## src/rtl/instr_encoder.sv

```systemverilog
// instr_encoder: packs symbolic instructions into 9-bit words and writes them to consecutive imem addresses.
// Optional build macro ENCODER_RANGE_CHECK_EN rejects out-of-range register operands with err_code 10.
module instr_encoder #(
    parameter int DEPTH  = 256,
    parameter int ADDR_W = $clog2(DEPTH)
) (
    input  logic              clk,
    input  logic              reset,
    input  logic              start,
    input  logic              in_valid,
    output logic              in_ready,
    input  logic [3:0]        mnem,
    input  logic [3:0]        ra,
    input  logic [3:0]        rb,
    input  logic [3:0]        rc,
    input  logic [1:0]        imm,
    output logic              imem_we,
    output logic [ADDR_W-1:0] imem_addr,
    output logic [8:0]        imem_wdata,
    output logic              done,
    output logic              err,
    output logic [1:0]        err_code,
    output logic [ADDR_W-1:0] err_addr,
    output logic [ADDR_W:0]   count
);
    typedef enum logic [1:0] {IDLE, RUN, DONE, FULL} state_t;
    localparam logic [ADDR_W-1:0] LAST = ADDR_W'(DEPTH - 1);
    state_t state, state_n;
    logic [ADDR_W-1:0] addr;
    logic [2:0] rb4;
    logic [1:0] rc8;
    logic [8:0] word;
    logic legal, in_range, is_halt, accept, wr, at_last;

    assign rb4     = 3'(rb - 4'd4);
    assign rc8     = 2'(rc - 4'd8);
    assign accept  = in_valid & in_ready;
    assign wr      = accept & legal & in_range;
    assign is_halt = mnem == 4'd15;
    assign at_last = addr == LAST;

    // Field packing per mnemonic; undefined mnemonics clear legal
    always_comb begin
        legal = 1'b1;
        word  = 9'd0;
        case (mnem)
            4'd0, 4'd1, 4'd2, 4'd3: word = {3'b000, ra[1:0], rb4[1:0], mnem[1:0]};
            4'd4, 4'd5:             word = {3'b001, ra[1:0], rb4[1:0], 1'b0, mnem[0]};
            4'd6:                   word = {3'b010, ra[1:0], rb4[1:0], rc8};
            4'd7:                   word = {3'b011, ra[1:0], rc8, imm};
            4'd8, 4'd9:             word = {2'b10, mnem[0], ra[2:0], rb4};
            4'd15:                  word = 9'b111_000000;
            default:                legal = 1'b0;
        endcase
    end

`ifdef ENCODER_RANGE_CHECK_EN
    // Operand ranges, checked only for the fields each mnemonic consumes
    always_comb begin
        in_range = 1'b1;
        case (mnem)
            4'd0, 4'd1, 4'd2, 4'd3, 4'd4, 4'd5: in_range = ra[3:2] == 2'b00 && rb[3:2] == 2'b01;
            4'd6:       in_range = ra[3:2] == 2'b00 && rb[3:2] == 2'b01 && rc[3:2] == 2'b10;
            4'd7:       in_range = ra[3:2] == 2'b00 && rc[3:2] == 2'b10;
            4'd8, 4'd9: in_range = !ra[3] && rb >= 4'd4 && rb <= 4'd11;
            default:    in_range = 1'b1;
        endcase
    end
`else
    logic unused_ra_msb;
    assign unused_ra_msb = ra[3];
    assign in_range = 1'b1;
`endif

    // State register
    always_ff @(posedge clk or posedge reset)
        if (reset) state <= IDLE;
        else state <= state_n;

    // start restarts from anywhere; a write ends the run on HALT or on the last word
    always_comb begin
        state_n = state;
        if (start) state_n = RUN;
        else if (wr && is_halt) state_n = DONE;
        else if (wr && at_last) state_n = FULL;
    end

    // Fields are only taken while running
    always_comb in_ready = state == RUN;

    // Registered write stage, address/count tracking and sticky first-error capture
    always_ff @(posedge clk or posedge reset) begin
        if (reset) begin
            addr       <= '0;
            imem_we    <= 1'b0;
            imem_addr  <= '0;
            imem_wdata <= 9'd0;
            done       <= 1'b0;
            err        <= 1'b0;
            err_code   <= 2'b00;
            err_addr   <= '0;
            count      <= '0;
        end else if (start) begin
            addr       <= '0;
            imem_we    <= 1'b0;
            imem_addr  <= '0;
            imem_wdata <= 9'd0;
            done       <= 1'b0;
            err        <= 1'b0;
            err_code   <= 2'b00;
            err_addr   <= '0;
            count      <= '0;
        end else begin
            count   <= count + (ADDR_W+1)'(imem_we);
            imem_we <= wr;
            if (wr) begin
                imem_addr  <= addr;
                imem_wdata <= word;
                if (!at_last) addr <= addr + ADDR_W'(1);
            end
            if (wr && is_halt) done <= 1'b1;
            if (wr && !is_halt && at_last && !err) begin
                err      <= 1'b1;
                err_code <= 2'b11;
                err_addr <= LAST;
            end
            if (accept && !wr && !err) begin
                err      <= 1'b1;
                err_code <= legal ? 2'b10 : 2'b01;
                err_addr <= addr;
            end
        end
    end
endmodule

```

## config.mk

```make
export PLATFORM = sky130hd
export DESIGN_NAME = instr_encoder
export DESIGN_NICKNAME = d
export VERILOG_FILES = /design/src/rtl/instr_encoder.sv
export SDC_FILE = /design/constraint.sdc
export NUM_CORES = 1
export LEC_CHECK = 0
export CORE_MARGIN = 8
export CORE_UTILIZATION = 40
export DETAILED_ROUTE_END_ITERATION = 10
export PLACE_DENSITY = 0.68
export SETUP_SLACK_MARGIN = 0.4
export SYNTH_ARGS = -nofsm -noshare
export SYNTH_HDL_FRONTEND = slang
export SYNTH_SLANG_ARGS = --single-unit
```

## constraint.sdc

```tcl
create_clock -name clk -period 2.2 [get_ports clk]
set_input_delay 0.55 -clock clk [delete_from_list [all_inputs] [get_ports clk]]
set_output_delay 0.55 -clock clk [all_outputs]
set_load 0.01 [all_outputs]
```

**Yosys cells after proc, flatten, opt, wreduce, memory -nomap -nowiden**

Index checks and enable logic that the tools add are counted.

- Add/sub/neg operators: 4
- Eq/ne operators: 13
- Multiplexer cells: 26
- Bitwise logic cells: 2
- Reduce and logical (&&, ||, !) cells: 20

Operators by type and width:

| kind | count |
|---|---|
| 8-bit 2-to-1 mux | 8 |
| 9-bit one-hot mux with 6 select lines | 1 |
| 9-bit 2-to-1 mux | 3 |
| 4-bit by 3-bit == test with 1-bit output, second input constant | 4 |
| 2-bit 2-to-1 mux | 7 |
| 4-bit == test, second input constant | 3 |
| 11-bit OR reduction | 1 |
| 9-bit by 1-bit adder with 9-bit output | 1 |
| 8-bit by 1-bit adder with 8-bit output, second input constant | 1 |
| 4-bit by 2-bit == test with 1-bit output, second input constant | 2 |
| 8-bit == test, second input constant | 1 |
| 1-bit logical AND | 7 |
| 1-bit 2-to-1 mux | 7 |
| 3-bit nonzero test | 2 |
| 4-bit by 1-bit == test with 1-bit output, second input constant | 1 |
| 4-bit zero test | 1 |
| 2-bit nonzero test | 2 |
| 2-bit OR reduction | 2 |
| 4-bit OR reduction | 1 |
| 1-bit zero test | 3 |
| 3-bit subtractor, second input constant | 1 |
| 1-bit bitwise AND | 2 |
| 2-bit by 1-bit == test with 1-bit output, second input constant | 1 |
| 2-bit != test, second input constant | 1 |
| 2 further kinds | 2 |

- Bits in registers: 49
- Logic and storage cells: 75

**Logic depth before layout (Yosys ltp)**

Gate-level depths: netlist of the first run.

- Depth after elaboration: 10
- Mapped depth: 7
- Mapped depth without buffers: 5

**Worst setup path before layout of the first run**

OpenSTA, ideal clock, no wires.

- Path type: input port to flip-flop
- From: in mnem[0]
- To: reg err_addr[5]
- Arrival time: 1,670 ps
- Required time: 2,135 ps
- Path slack: 465 ps
- Cell stages on the path: 7
- Path buffers: 3
- Path through: buf_6 -> and3_1 -> buf_6 -> a211oi_1 -> o21a_1 -> buf_4 -> o221a_2

- Longest elaborated chain between the ends: 9
- Elaborated cells on any way between the ends: 24

Ends and longest elaborated chain:

| item | RTL line | RTL |
|---|---|---|
| start: declaration | 12 | `input logic [3:0] mnem,` |
| 4-bit == test, or another cell as far along | 39, 46 |  |
| 11-bit OR reduction (no line) | -- |  |
| 1-bit 2-to-1 mux | 46 | `case (mnem)` |
| 1-bit bitwise AND | 38 | `assign wr = accept & legal & in_range;` |
| 1-bit zero test | 127 | `if (accept && !wr && !err) begin` |
| 1-bit logical AND (2 in a row) | 127 |  |
| 8-bit 2-to-1 mux | 127 |  |
| 8-bit 2-to-1 mux | 103 | `end else if (start) begin` |
| end signal: assignment | 130 | `err_addr <= addr;` |
| end: declaration | 23 | `output logic [ADDR_W-1:0] err_addr,` |

Several ways; a longest one is shown, not always the timed one.
A chain may end at the register's enable or synchronous reset.

**Worst setup path in the final report of the first run**

- From: reg err_addr[3]
- To: out err_addr[3]

No word-level cell between the ends.

==> out/metrics.yaml, run 1 <==
sta:
  slew_viol_final: 0
  fin_crit_sh_pct: 79.89
  setup_viol: 0
  fmax_mhz: 569.0
  rsz0062_at_grt: "no"
  finalHoldViolations: 0
  slew-limit-headroom_pct: 66.47
  hold_ws_ps: 511.0
  finClkSkew_ps: 10.57
  tightest_slew_ps: 502.3
  period_minus_slack_ps: 1758
  worst_slack_ps: 442.5
  setup-tns-final_ps: 0
global_routing:
  gr-total-overflow: 0
  antenna_found_initial: 0
  grt_first_pass_wirelength_um: 10340
  track_usage_pct: 14.69
  grt_max_degree: 50
  grt_pass1_vias: 2123
power:
  power.leakage_uw: 0.001805
  vdd_drop_max_uv: 255.3
  power_uw: 1805
  powerDensity_nw_per_um2: 531.7
min_path:
  hold_path_startpoint: "err_code[0]"
  hp-class: "register to register"
  min_to: "err_code[0]"
  worstHoldPathCells: 1
logic_synthesis:
  ys_ff_latch: 49
  synth_largest_area_cell: "dfrtp_1"
  avgSynthCellArea_um2: 10.16
  ys_top_cells_by_area: "dfrtp_1 53%, a21oi_1 4.9%, o221a_2 4.8%"
  dominantRegCellSynth: "dfrtp_1"
  synth_top_area_share_pct: 52.69
  synth_commonest_cells: "49 x dfrtp_1, 27 x nand2_1, 23 x a21oi_1"
  async_flop_share_pct: 100.0
  ys_seq_area_share_pct: 52.69
  synth_edf_count: 0
  yosysWarnings: 0
  synth.net_count: 254
  syn_inst: 229
  synthesis.area_um2: 2327
  yosysMostFrequentCell: "dfrtp_1"
  synth.distinct_cells: 44
clocking:
  cts_hold_buf: 0
  clockRootBuffer: "clkbuf_8"
  clk_pin_slew_ps: 90
  cts_max_level: 2
  clock_sinks: 49
  cts_tree: "done"
  max-clock-path-buffers: 2
  insertion_delay_ps: 300
  cts_buffers: 5
setup_path:
  slowest_delay_ps: 540
  critical_path_arrival_ps: 1210
  cp.buffers_inverters: 1
  rr_endpoint: "addr[4]"
  crit_required_ps: 1650
  cp_max_fo: 2
  path_class: "register to output port"
  cp_num_cells: 1
  r2r_start: "addr[1]"
  crit_slowest_cell: "clkdlybuf4s50_1"
  crit_path_cell_trace: "clkdlybuf4s50_1"
  reg2regPathDepth: 6
  rrSetupSlack_ps: 470
  crit_path_start_kind: "register"
  path_delay_family: "buffers and inverters"
  worstSetupEndpointType: "output port"
detailed_routing:
  wl_um: 6288
  num_vias: 2126
  via_per_inst: 5.551
  drtAntennaViolNets: 0
  drt_drc_violations_left: 0
  drtIter0Drc: 74
  drt_first_pass_iters: 4
  wl_per_cell_um: 16.42
final_layout:
  drive_above_1_share_pct: 21.86
  fill_cells: 490
  final_area_um2: 3396
  syn_to_final_growth_pct: 45.91
  final_nets: 335
  diodes: 0
placement:
  place_area_um2: 3094
  io_buffer_count: 57
  hpwl_um: 4250
  place_congestion: 0.8350
  dp_worst_setup_slack_ps: -49.44
outcome:
  status: "completed"
floorplanning:
  fp-row-count: 27
  coreArea_um2: 5574
  ios: 62
  fp.dieW_um: 92.28
  start_util_pct: 41.75
  dieArea_um2: 8515
  dieHeight_um: 92.28
run:
  cap_violations: 0
==> metal layers <==
metal,track usage [%],wire (um)
met1,18.77,2810
met4,4.295,63
met2,23.24,3028
met5,0,0
met3,4.645,387
==> where the power goes <==
group | switching [uW] | internal (uW)
clock network | 305 | 224
logic | 159 | 165
registers | 20.2 | 932
total | 485 | 1320
==> sequential cells by signal (all words and copies together), names as in the netlist <==
signal / count
imem_wdata: 9
err: 1
addr: 8
imem_addr: 8
done: 1
state: 2
imem_we: 1
count: 9
err_addr: 8
err_code: 2
==> stage by stage <==
| step | util [%] | instances |
|---|---|---|
| after global placement | 55.51 | 366 |
| after global routing | 60.92 | 383 |
| after floorplan | - | 229 |
| after CTS | 58.25 | 379 |
| final | 60.92 | 383 |
| after detailed placement | 55.51 | 366 |
==> what timing repair did <==
item | 4_1_cts | 5_1_grt
cloned | 1 | 0
buffers inserted | 4 | 4
setup endpoints to repair | 29 | 46
pin swaps | 5 | 4
gates resized for setup | 20 | 37
==> cells in the final DEF, fill, tap and decap left out, drive strengths merged, types with 7 or more instances in the layout <==
| cell | Yosys | layout |
|---|---|---|
| dfrtp | 49 | 49 |
| buf | 8 | 32 |
| nand2 | 27 | 27 |
| clkdlybuf4s50 | 0 | 25 |
| dlymetal6s2s | 0 | 25 |
| a21oi | 23 | 23 |
| nor2 | 14 | 14 |
| o221a | 10 | 10 |
| o21ai | 10 | 10 |
| nand3 | 9 | 9 |
| dlygate4sd2 | 0 | 7 |
==> worst max path at each step <==
stage,startpoint,end,slack (ps)
after floorplan,mnem[0],err_addr[5],460
after global placement,mnem[0],err_addr[3],-30
after detailed placement,mnem[2],err_addr[6],-50
after CTS,mnem[3],imem_wdata[2],350
after global routing,count[0],count[0],400
final,err_addr[3],err_addr[3],440
==> kinds of logic (layout without fill, tap and decap cells) <==
logic type | Yosys count | after routing | share of synthesized area, %
and+or+nand+nor | 82 | 82 | 17.53
AOI/OAI and AO/OA | 68 | 69 | 21.24
DFF | 49 | 49 | 52.69
buffers and inverters | 21 | 102 | 4.516
xor gates and xnor gates | 4 | 4 | 1.506
adders and majority gates | 3 | 3 | 1.613
muxes | 2 | 2 | 0.9140
==> layout make-up <==
cell class | instances | area [um^2] | area share (%)
clock inverters | 2 | 15.01 | 0.4422
clock buffers | 6 | 72.57 | 2.137
flip-flops and latches | 49 | 1227 | 36.15
well taps | 72 | 90.09 | 2.653
multi-input cells | 160 | 1076 | 31.69
inverters | 5 | 18.77 | 0.5527
repair buffers | 89 | 895.9 | 26.38
(Power assumes the default switching activity.)
==> inputs of run 2 (changes only) <==
clock period = 1.8 ns   (was 2.2 ns; I/O delays follow)
==> out/metrics.yaml, run 2 (synthesis gave the netlist of run 1 again) <==
setup_path:
  crit_path_start_kind: "register"  # unchanged
  crit_required_ps: 2020  # was 1650 ps
  path_class: "register to register"  # was register to output port
  worstSetupEndpointType: "register"  # was output port
  critical_path_arrival_ps: 1830  # was 1210 ps
  cp_max_fo: 8  # was 2
detailed_routing:
  num_vias: 2429  # was 2126
  drtAntennaViolNets: 0  # unchanged
  wl_um: 7981  # was 6288 um
  drt_drc_violations_left: 0  # unchanged
  via_per_inst: 5.558  # was 5.551
  wl_per_cell_um: 18.26  # was 16.42 um
  drtIter0Drc: 235  # was 74
  drt_first_pass_iters: 4  # unchanged
floorplanning:
  ios: 62  # unchanged
  fp-row-count: 27  # unchanged
  coreArea_um2: 5574  # unchanged
  dieArea_um2: 8515  # unchanged
  fp.dieW_um: 92.28  # unchanged
  start_util_pct: 41.75  # unchanged
  dieHeight_um: 92.28  # unchanged
clocking:
  clock_sinks: 49  # unchanged
  cts_hold_buf: 0  # unchanged
  cts_tree: "done"  # unchanged
  insertion_delay_ps: 300  # about the same
  max-clock-path-buffers: 2  # unchanged
  clk_pin_slew_ps: 90  # about the same
  cts_max_level: 2  # unchanged
  cts_buffers: 5  # unchanged
  clockRootBuffer: "clkbuf_8"  # unchanged
power:
  powerDensity_nw_per_um2: 587.1  # was 531.7 nW/um^2
  vdd_drop_max_uv: 383.2  # was 255.3 uV
  power.leakage_uw: 0.001794  # was 0.001805 uW
  power_uw: 2352  # was 1805 uW
sta:
  fin_crit_sh_pct: 89.59
  tightest_slew_ps: 447.7  # was 502.3 ps
  worst_slack_ps: 187.4  # was 442.5 ps
  setup_viol: 0  # unchanged
  rsz0062_at_grt: "yes"  # was no
  finalHoldViolations: 0  # unchanged
  hold_ws_ps: 502.5  # was 511.0 ps
  slew_viol_final: 0  # unchanged
  fmax_mhz: 620.1
  finClkSkew_ps: 8.581  # was 10.57 ps
  period_minus_slack_ps: 1613
  slew-limit-headroom_pct: 70.12  # was 66.47%
final_layout:
  drive_above_1_share_pct: 52.33  # was 21.86%
  syn_to_final_growth_pct: 72.15  # was 45.91%
  mostFrequentLayoutCell: "buf_4"  # was dfrtp_1
  reg.largest.list: "count (9), imem_wdata (9)"  # unchanged
  final_cell_mix: "69 x buf_4, 46 x dfrtp_1, 30 x clkbuf_2"  # was 48 x dfrtp_1, 26 x nand2_1, 26 x buf_4
  final_nets: 389  # was 335
  diodes: 0  # unchanged
  final_util_pct: 71.87  # was 60.92%
global_routing:
  track_usage_pct: 16.04  # was 14.69%
  grt_pass1_vias: 2276  # was 2123
  antenna_found_initial: 0  # unchanged
  gr-total-overflow: 0  # unchanged
  grt_first_pass_wirelength_um: 11210  # was 10340 um
  grt_max_degree: 27  # was 50
placement:
  hpwl_um: 4514  # was 4250 um
  dp_worst_setup_slack_ps: -331.8  # was -49.44 ps
  place_congestion: 0.8504  # was 0.8350
  io_buffer_count: 57  # unchanged
run:
  cap_violations: 0  # unchanged
min_path:
  hp-class: "register to register"  # unchanged
outcome:
  status: "completed"  # unchanged
-- run 2: worst max-delay path, stage by stage (launching register included) --
cell     delay, ps
dfrtp_1        410
ha_4           170
nand4_1        160
nor2_2         410
o21ai_0        160
a21oi_1        210
-- run 2: where the power goes --
group	switching [uW]	internal (uW)	leakage, uW	total [uW]
logic	268	282	0.00109	550
clock network	370	269	0.0000439	639
registers	24.9	1140	0.000662	1160
total	663	1690	0.00179	2350
-- run 2: cell type report --
class / count / area (um^2)
Inverter: 5 / 35.03
Fill cell: 393 / 1568
Multi-Input combinational cell: 160 / 1381
Clock buffer: 5 / 68.82
Timing Repair Buffer: 143 / 1184
Clock inverter: 3 / 17.52
Sequential cell: 49 / 1230
Tap cell: 72 / 90.09
-- run 2: routing by layer --
metal / vias up / GRT usage, % / wire, um
met1: 1209 / 20.43 / 3298
met5: - / 0 / 0
li1: 1117 / - / -
met3: 7 / 3.504 / 503
met2: 96 / 26.76 / 4101
met4: 0 / 4.295 / 78
-- run 2: final timing paths --
check | startpoint | endpoint | slack (ps) | cells past startpoint
setup / recovery | addr[1] | addr[1] | 190 | 5
max in group asynchronous | reset | addr[2] | 930 | 3
hold reg to reg | err_code[0] | err_code[0] | 500 | 1
hold / removal | err_code[0] | err_code[0] | 500 | 1
min in group asynchronous | reset | count[8] | 560 | 3
setup reg to reg | addr[1] | addr[1] | 190 | 5
-- run 2: what timing repair did --
item | CTS | global route
resized for setup | 118 | 75
setup endpoints to repair | 79 | 71
pin swaps | 16 | 13
setup buffers | 27 | 16
gates cloned | 3 | 1
-- run 2: metrics by stage --
stage | TNS [ps] | area, um^2 | std cells
2_1_floorplan | 0 | 2505 | 229
3_3_place_gp | -8582 | 3356 | 382
3_5_place_dp | -9618 | 3356 | 382
4_1_cts | 0 | 3805 | 420
5_1_grt | 0 | 4006 | 437
6_report | 0 | 4006 | 437
==> inputs of run 3 (changes only) <==
CORE_UTILIZATION = 48   (was 40)
PLACE_DENSITY = 0.79   (was 0.68)
SLEW_MARGIN = 20   (was unset)
==> out/metrics.yaml, run 3 (synthesis gave the netlist of run 1 again) <==
placement:
  hpwl_um: 4447  # was 4514 um
  place_congestion: 0.8489  # was 0.8504
  io_buffer_count: 57  # unchanged
  dp_worst_setup_slack_ps: -284.0  # was -331.8 ps
sta:
  hold_ws_ps: 392.7  # was 502.5 ps
  period_minus_slack_ps: 1748  # was 1613 ps
  fin_crit_sh_pct: 97.12  # was 89.59%
  slew-limit-headroom_pct: 75.97  # was 70.12%
  tightest_slew_ps: 355.9  # was 447.7 ps
  fmax_mhz: 572.0  # was 620.1 MHz
  setup_viol: 0  # unchanged
  finalHoldViolations: 0  # unchanged
  worst_slack_ps: 51.83  # was 187.4 ps
  slew_viol_final: 0  # unchanged
  rsz0062_at_grt: "yes"  # unchanged
  finClkSkew_ps: 10.34  # was 8.581 ps
final_layout:
  final_nets: 382  # was 389
  fill_cells: 242  # was 393
  final_cell_mix: "65 x buf_4, 45 x dfrtp_1, 27 x clkbuf_2"  # was 69 x buf_4, 46 x dfrtp_1, 30 x clkbuf_2
  drive_above_1_share_pct: 52.51  # was 52.33%
  reg.largest.list: "count (9), imem_wdata (9)"  # unchanged
  diodes: 0  # unchanged
  syn_to_final_growth_pct: 71.18  # was 72.15%
  final_util_pct: 84.91  # was 71.87%
  mostFrequentLayoutCell: "buf_4"  # unchanged
setup_path:
  slowest_delay_ps: 410  # about the same
  cp_max_fo: 5  # was 8
  critical_path_arrival_ps: 2000  # was 1830 ps
  crit_slowest_cell: "dfrtp_1"  # unchanged
  path_class: "register to register"  # unchanged
  r2r_start: "addr[1]"  # unchanged
  startpoint: "addr[1]"  # unchanged
  worstSetupEndpointType: "register"  # unchanged
  crit_required_ps: 2050  # was 2020 ps
  crit_path_start_kind: "register"  # unchanged
  crit_path_cell_trace: "ha_4 > nand4_1 > buf_4 > a211oi_4 > o21a_4 > buf_16 > o221a_4"  # was ha_4 > nand4_1 > nor2_2 > o21ai_0 > a21oi_1
run:
  cap_violations: 0  # unchanged
detailed_routing:
  drtIter0Drc: 262  # was 235
  drt_first_pass_iters: 5  # was 4
  via_per_inst: 6.439  # was 5.558
  num_vias: 2653  # was 2429
  wl_um: 9534  # was 7981 um
  drt_drc_violations_left: 0  # unchanged
  wl_per_cell_um: 23.14  # was 18.26 um
  drtAntennaViolNets: 0  # unchanged
floorplanning:
  start_util_pct: 49.60  # was 41.75%
  fp.dieW_um: 85.63  # was 92.28 um
  dieArea_um2: 7333  # was 8515 um^2
  ios: 62  # unchanged
  coreArea_um2: 4692  # was 5574 um^2
  fp-row-count: 25  # was 27
  dieHeight_um: 85.63  # was 92.28 um
outcome:
  status: "completed"  # unchanged
clocking:
  clockRootBuffer: "clkbuf_8"  # unchanged
  cts_tree: "done"  # unchanged
  cts_buffers: 5  # unchanged
  max-clock-path-buffers: 2  # unchanged
  cts_hold_buf: 0  # unchanged
  insertion_delay_ps: 320  # was 300 ps
  clock_sinks: 49  # unchanged
  clk_pin_slew_ps: 100  # was 90 ps
  cts_max_level: 2  # unchanged
global_routing:
  grt_max_degree: 30  # was 27
  grt_first_pass_wirelength_um: 12860  # was 11210 um
  gr-total-overflow: 0  # unchanged
  track_usage_pct: 22.09  # was 16.04%
  antenna_found_initial: 0  # unchanged
  grt_pass1_vias: 2652  # was 2276
power:
  powerDensity_nw_per_um2: 625.3  # was 587.1 nW/um^2
  power.leakage_uw: 0.001823  # was 0.001794 uW
  seq_power_share_pct: 46.8  # was 49.5%
  vdd_drop_max_uv: 517.6  # was 383.2 uV
  comb_power_share_pct: 24.0  # was 23.4%
  switchingPower_uw: 698.5  # was 663.5 uW
  clockPowerShare_pct: 29.2  # was 27.2%
  swShare_pct: 28.04  # was 28.20%
  p_int_uw: 1793  # was 1689 uW
min_path:
  hp-class: "input port to async pin"  # was register to register
## run 3: worst max-delay path: cells and delay by family, from the launching register on
family,cells,cell delay (ps)
buffers and inverters,2,320
flip-flops,1,410
AO/OA/AOI/OAI,3,660
AND/OR/NAND/NOR,1,130
adder cells (fa/ha/maj),1,180
## run 3: repair_timing
item	CTS	global route
resized for setup	135	57
setup buffers	35	5
setup endpoints to repair	79	72
pin swaps	24	9
cloned	5	0
## run 3: path summary, 6_finish.rpt
kind                                to  slack, ps  depth (start not counted)
max                        err_addr[2]         50                          7
min                           count[8]        390                          2
max reg2reg                err_addr[2]         50                          7
min reg2reg                err_code[0]        520                          1
max in group asynchronous     count[2]       1010                          3
min in group clk           err_code[0]        520                          1
## run 3: metrics by stage
stage	setup TNS, ps	area, um^2	power (uW)	std cells
detailed placement	-8231	3321	1617	359
global route	-325.3	3984	2557	412
global placement	-7061	3321	1606	359
floorplan	0	2505	1411	229
CTS	0	3995	2428	407
finish	0	3984	2491	412
## run 3: power by group through the flow
stage          sequential (uW)  clock (uW)  combinational [uW]
2_1_floorplan             1200           0                 208
3_3_place_gp              1190           0                 420
3_5_place_dp              1190           0                 429
4_1_cts                   1160         710                 557
5_1_grt                   1170         758                 629
6_report                  1170         728                 597
## run 3: metal layers
layer / track usage (%) / share of wire [%] / up-vias
met2: 39.35 / 51 / 171
li1: - / - / 1099
met1: 24.94 / 36 / 1318
met5: 0 / 0 / -
met4: 8.121 / 6.5 / 0
met3: 5.253 / 7.1 / 65
## run 3: cell type report
class	instances	area, um^2	area share [%]
flip-flops and latches	49	1231	30.90
multi-input cells	160	1390	34.89
repair buffers	136	1171	29.40
clock inverters	1	5.005	0.1256
inverters	5	22.52	0.5653
clock buffers	7	96.34	2.418
well taps	54	67.56	1.696
==> patch, RTL diff (settings of run 2) <==
Add a define of `ENCODER_RANGE_CHECK_EN`.
--- a/src/rtl/instr_encoder.sv
+++ b/src/rtl/instr_encoder.sv
@@ -1,5 +1,7 @@
 // instr_encoder: packs symbolic instructions into 9-bit words and writes them to consecutive imem addresses.
 // Optional build macro ENCODER_RANGE_CHECK_EN rejects out-of-range register operands with err_code 10.
+`define ENCODER_RANGE_CHECK_EN
+
 module instr_encoder #(
     parameter int DEPTH  = 256,
     parameter int ADDR_W = $clog2(DEPTH)
Check against the original RTL: not equivalent (a bounded check fails within 4 cycles, from zero or initial values and one cycle with reset high).
==> patch against run 2 <==
  * Sequential cell count stayed put
  * Worst setup slack worse by 0.086 ns
  * Sequential share of layout area is 1.4 points higher
  * Area after synthesis is 3.7% higher
  * Total power is 3.3% higher
  * Combinational power is 18% lower
  * Final area is 4.5% lower
  * Critical path depth stayed put
  * Routed wire length is 8.7% lower
  * Critical path type unchanged
  * Critical endpoint is now err_addr[6]
==> patch: results (changes against run 2) <==
| Metric | Value |
|---|---|
| Outcome | `finished, final reports clean` |
| Multi-In Gates | `177 (+11%)` |
| Post-DP HPWL | `4.80 mm (+6.4%)` |
| Cells resized by post-CTS repair | `146 (+24%)` |
| Multi-input gate share of total cell area | `36.0% (+1.5 points)` |
| First-pass GRT wire length | `11.5 mm (+2.7%)` |
| Final Cell Area | `3830 um2 (-4.5%)` |
| Post-Synthesis Cells | `247 (+7.9%)` |
| Postcts setup bufs | `25 (-7.4%)` |
| Critical path destination | `err_addr[6]` |
| Metal3 WL | `373 um (-26%)` |
| Hold WC Path Type | `in2async` |
| Num sequential | `49 (unchanged)` |
| Dpl ws | `-0.616 ns (-0.284 ns)` |
| Combinational share of power | `18.6% (-4.8 points)` |
| Fin worst setup slack | `0.101 ns (-0.0861 ns)` |
| Largest net degree at the start of global routing | `28 (+3.7%)` |
| Max FO, Critical Path | `8 (unchanged)` |
| FF-to-FF setup slack | `0.10 ns (-0.09 ns)` |
| Switching power | `0.618 mW (-6.8%)` |
| Net count after synthesis | `272 (+7.1%)` |
| Leak Pwr | `1.76 nW (-2.0%)` |
| Root Buffer | `clkbuf_8` |
| Non-Filler Instances | `444 (+1.6%)` |
| Clk_skew | `0.00301 ns (-0.00558 ns)` |
| GR Util met1 | `18.9% (-1.5 points)` |
| DR iter-0 viols | `99 (-58%)` |
| WP data arrival | `1.89 ns (+0.06 ns)` |
| Share of layout cells above drive strength 1 | `46.3% (-6.0 points)` |
| Worst-path clk slew | `0.09 ns (about the same)` |
| Netlist cell types | `51 (+16%)` |
| Sequential fraction of total cell area | `32.1% (+1.4 points)` |
| Final non-clock buffer share | `25.8% (-3.8 points)` |
| Placed instance area | `3320 um2 (-0.93%)` |
| Number of buffers added on ports | `61 (+7.0%)` |
| CP startpoint | `state[1]` |
| Total track usage | `16.2% (+0.20 points)` |
| Fill count | `482 (+23%)` |
| Met2 WL | `3.72 mm (-9.2%)` |
| Commonest cells in the netlist | `dfrtp_1, nand2_1, nor2_1` |
| Met2 usage | `28.0% (+1.2 points)` |
| M1 WL | `3.07 mm (-7.0%)` |
| CORE AREA | `5890 um2 (+5.6%)` |
| Sequential-to-total area share from yosys stat | `50.8% (-1.9 points)` |
| Clock Buffer Count | `7 (+2)` |
| Sequential share of power | `47.8% (-1.7 points)` |
| Nets | `393 (+1.0%)` |
| Routability cong. | `0.890 (+4.6%)` |
| Top cells by area, synth | `dfrtp_1, nand2_1, a21oi_1` |
| Non-clk bufs | `129 (-9.8%)` |
| Routed WL | `7.29 mm (-8.7%)` |
| Placed insts | `400 (+4.7%)` |
| PwrDens | `635 nW/um2 (+8.1%)` |
| Number of non-clock inverters in the layout | `6 (+1)` |
| Maximum vdd drop | `0.413 mV (+7.7%)` |
| Via count | `2391 (-1.6%)` |
| Clock buffers and inverters, area share | `3.04% (+0.89 points)` |
| GR Util met3 | `4.40% (+0.89 points)` |
| Slew HR | `75.3% (+5.2 points)` |
| Fin Hold WS | `0.441 ns (-0.0618 ns)` |
## patch: cell types whose count changed in the layout (fill, tap and decap cells not counted), sizes merged, moves of 3 or more
cell,before,now
buf,90,78
nor2,14,22
a211oi,6,1
clkbuf,36,41
nor3,6,11
clkdlybuf4s15,8,5
clkinv,3,0
nand3b,4,1
o2111ai,3,0
## patch: critical path, stage by stage, from the launching register on
cell     delay (ns)
dfrtp_1        0.42
and3b_2        0.27
o21a_4         0.15
o211a_4        0.17
mux2_4         0.35
o221a_1        0.24
## patch: cell families (layout without fill, tap and decap cells)
| family | Yosys count | after routing | share of synthesized area, % |
|---|---|---|---|
| buffers and inverters | 21 | 143 | 3.99 |
| and+or+nand+nor | 99 | 99 | 20.4 |
| muxes | 4 | 4 | 1.92 |
| DFF | 49 | 49 | 50.8 |
| xor gates and xnor gates | 5 | 5 | 1.82 |
| AOI/OAI and AO/OA | 66 | 66 | 19.5 |
| adders and majority gates | 3 | 3 | 1.56 |
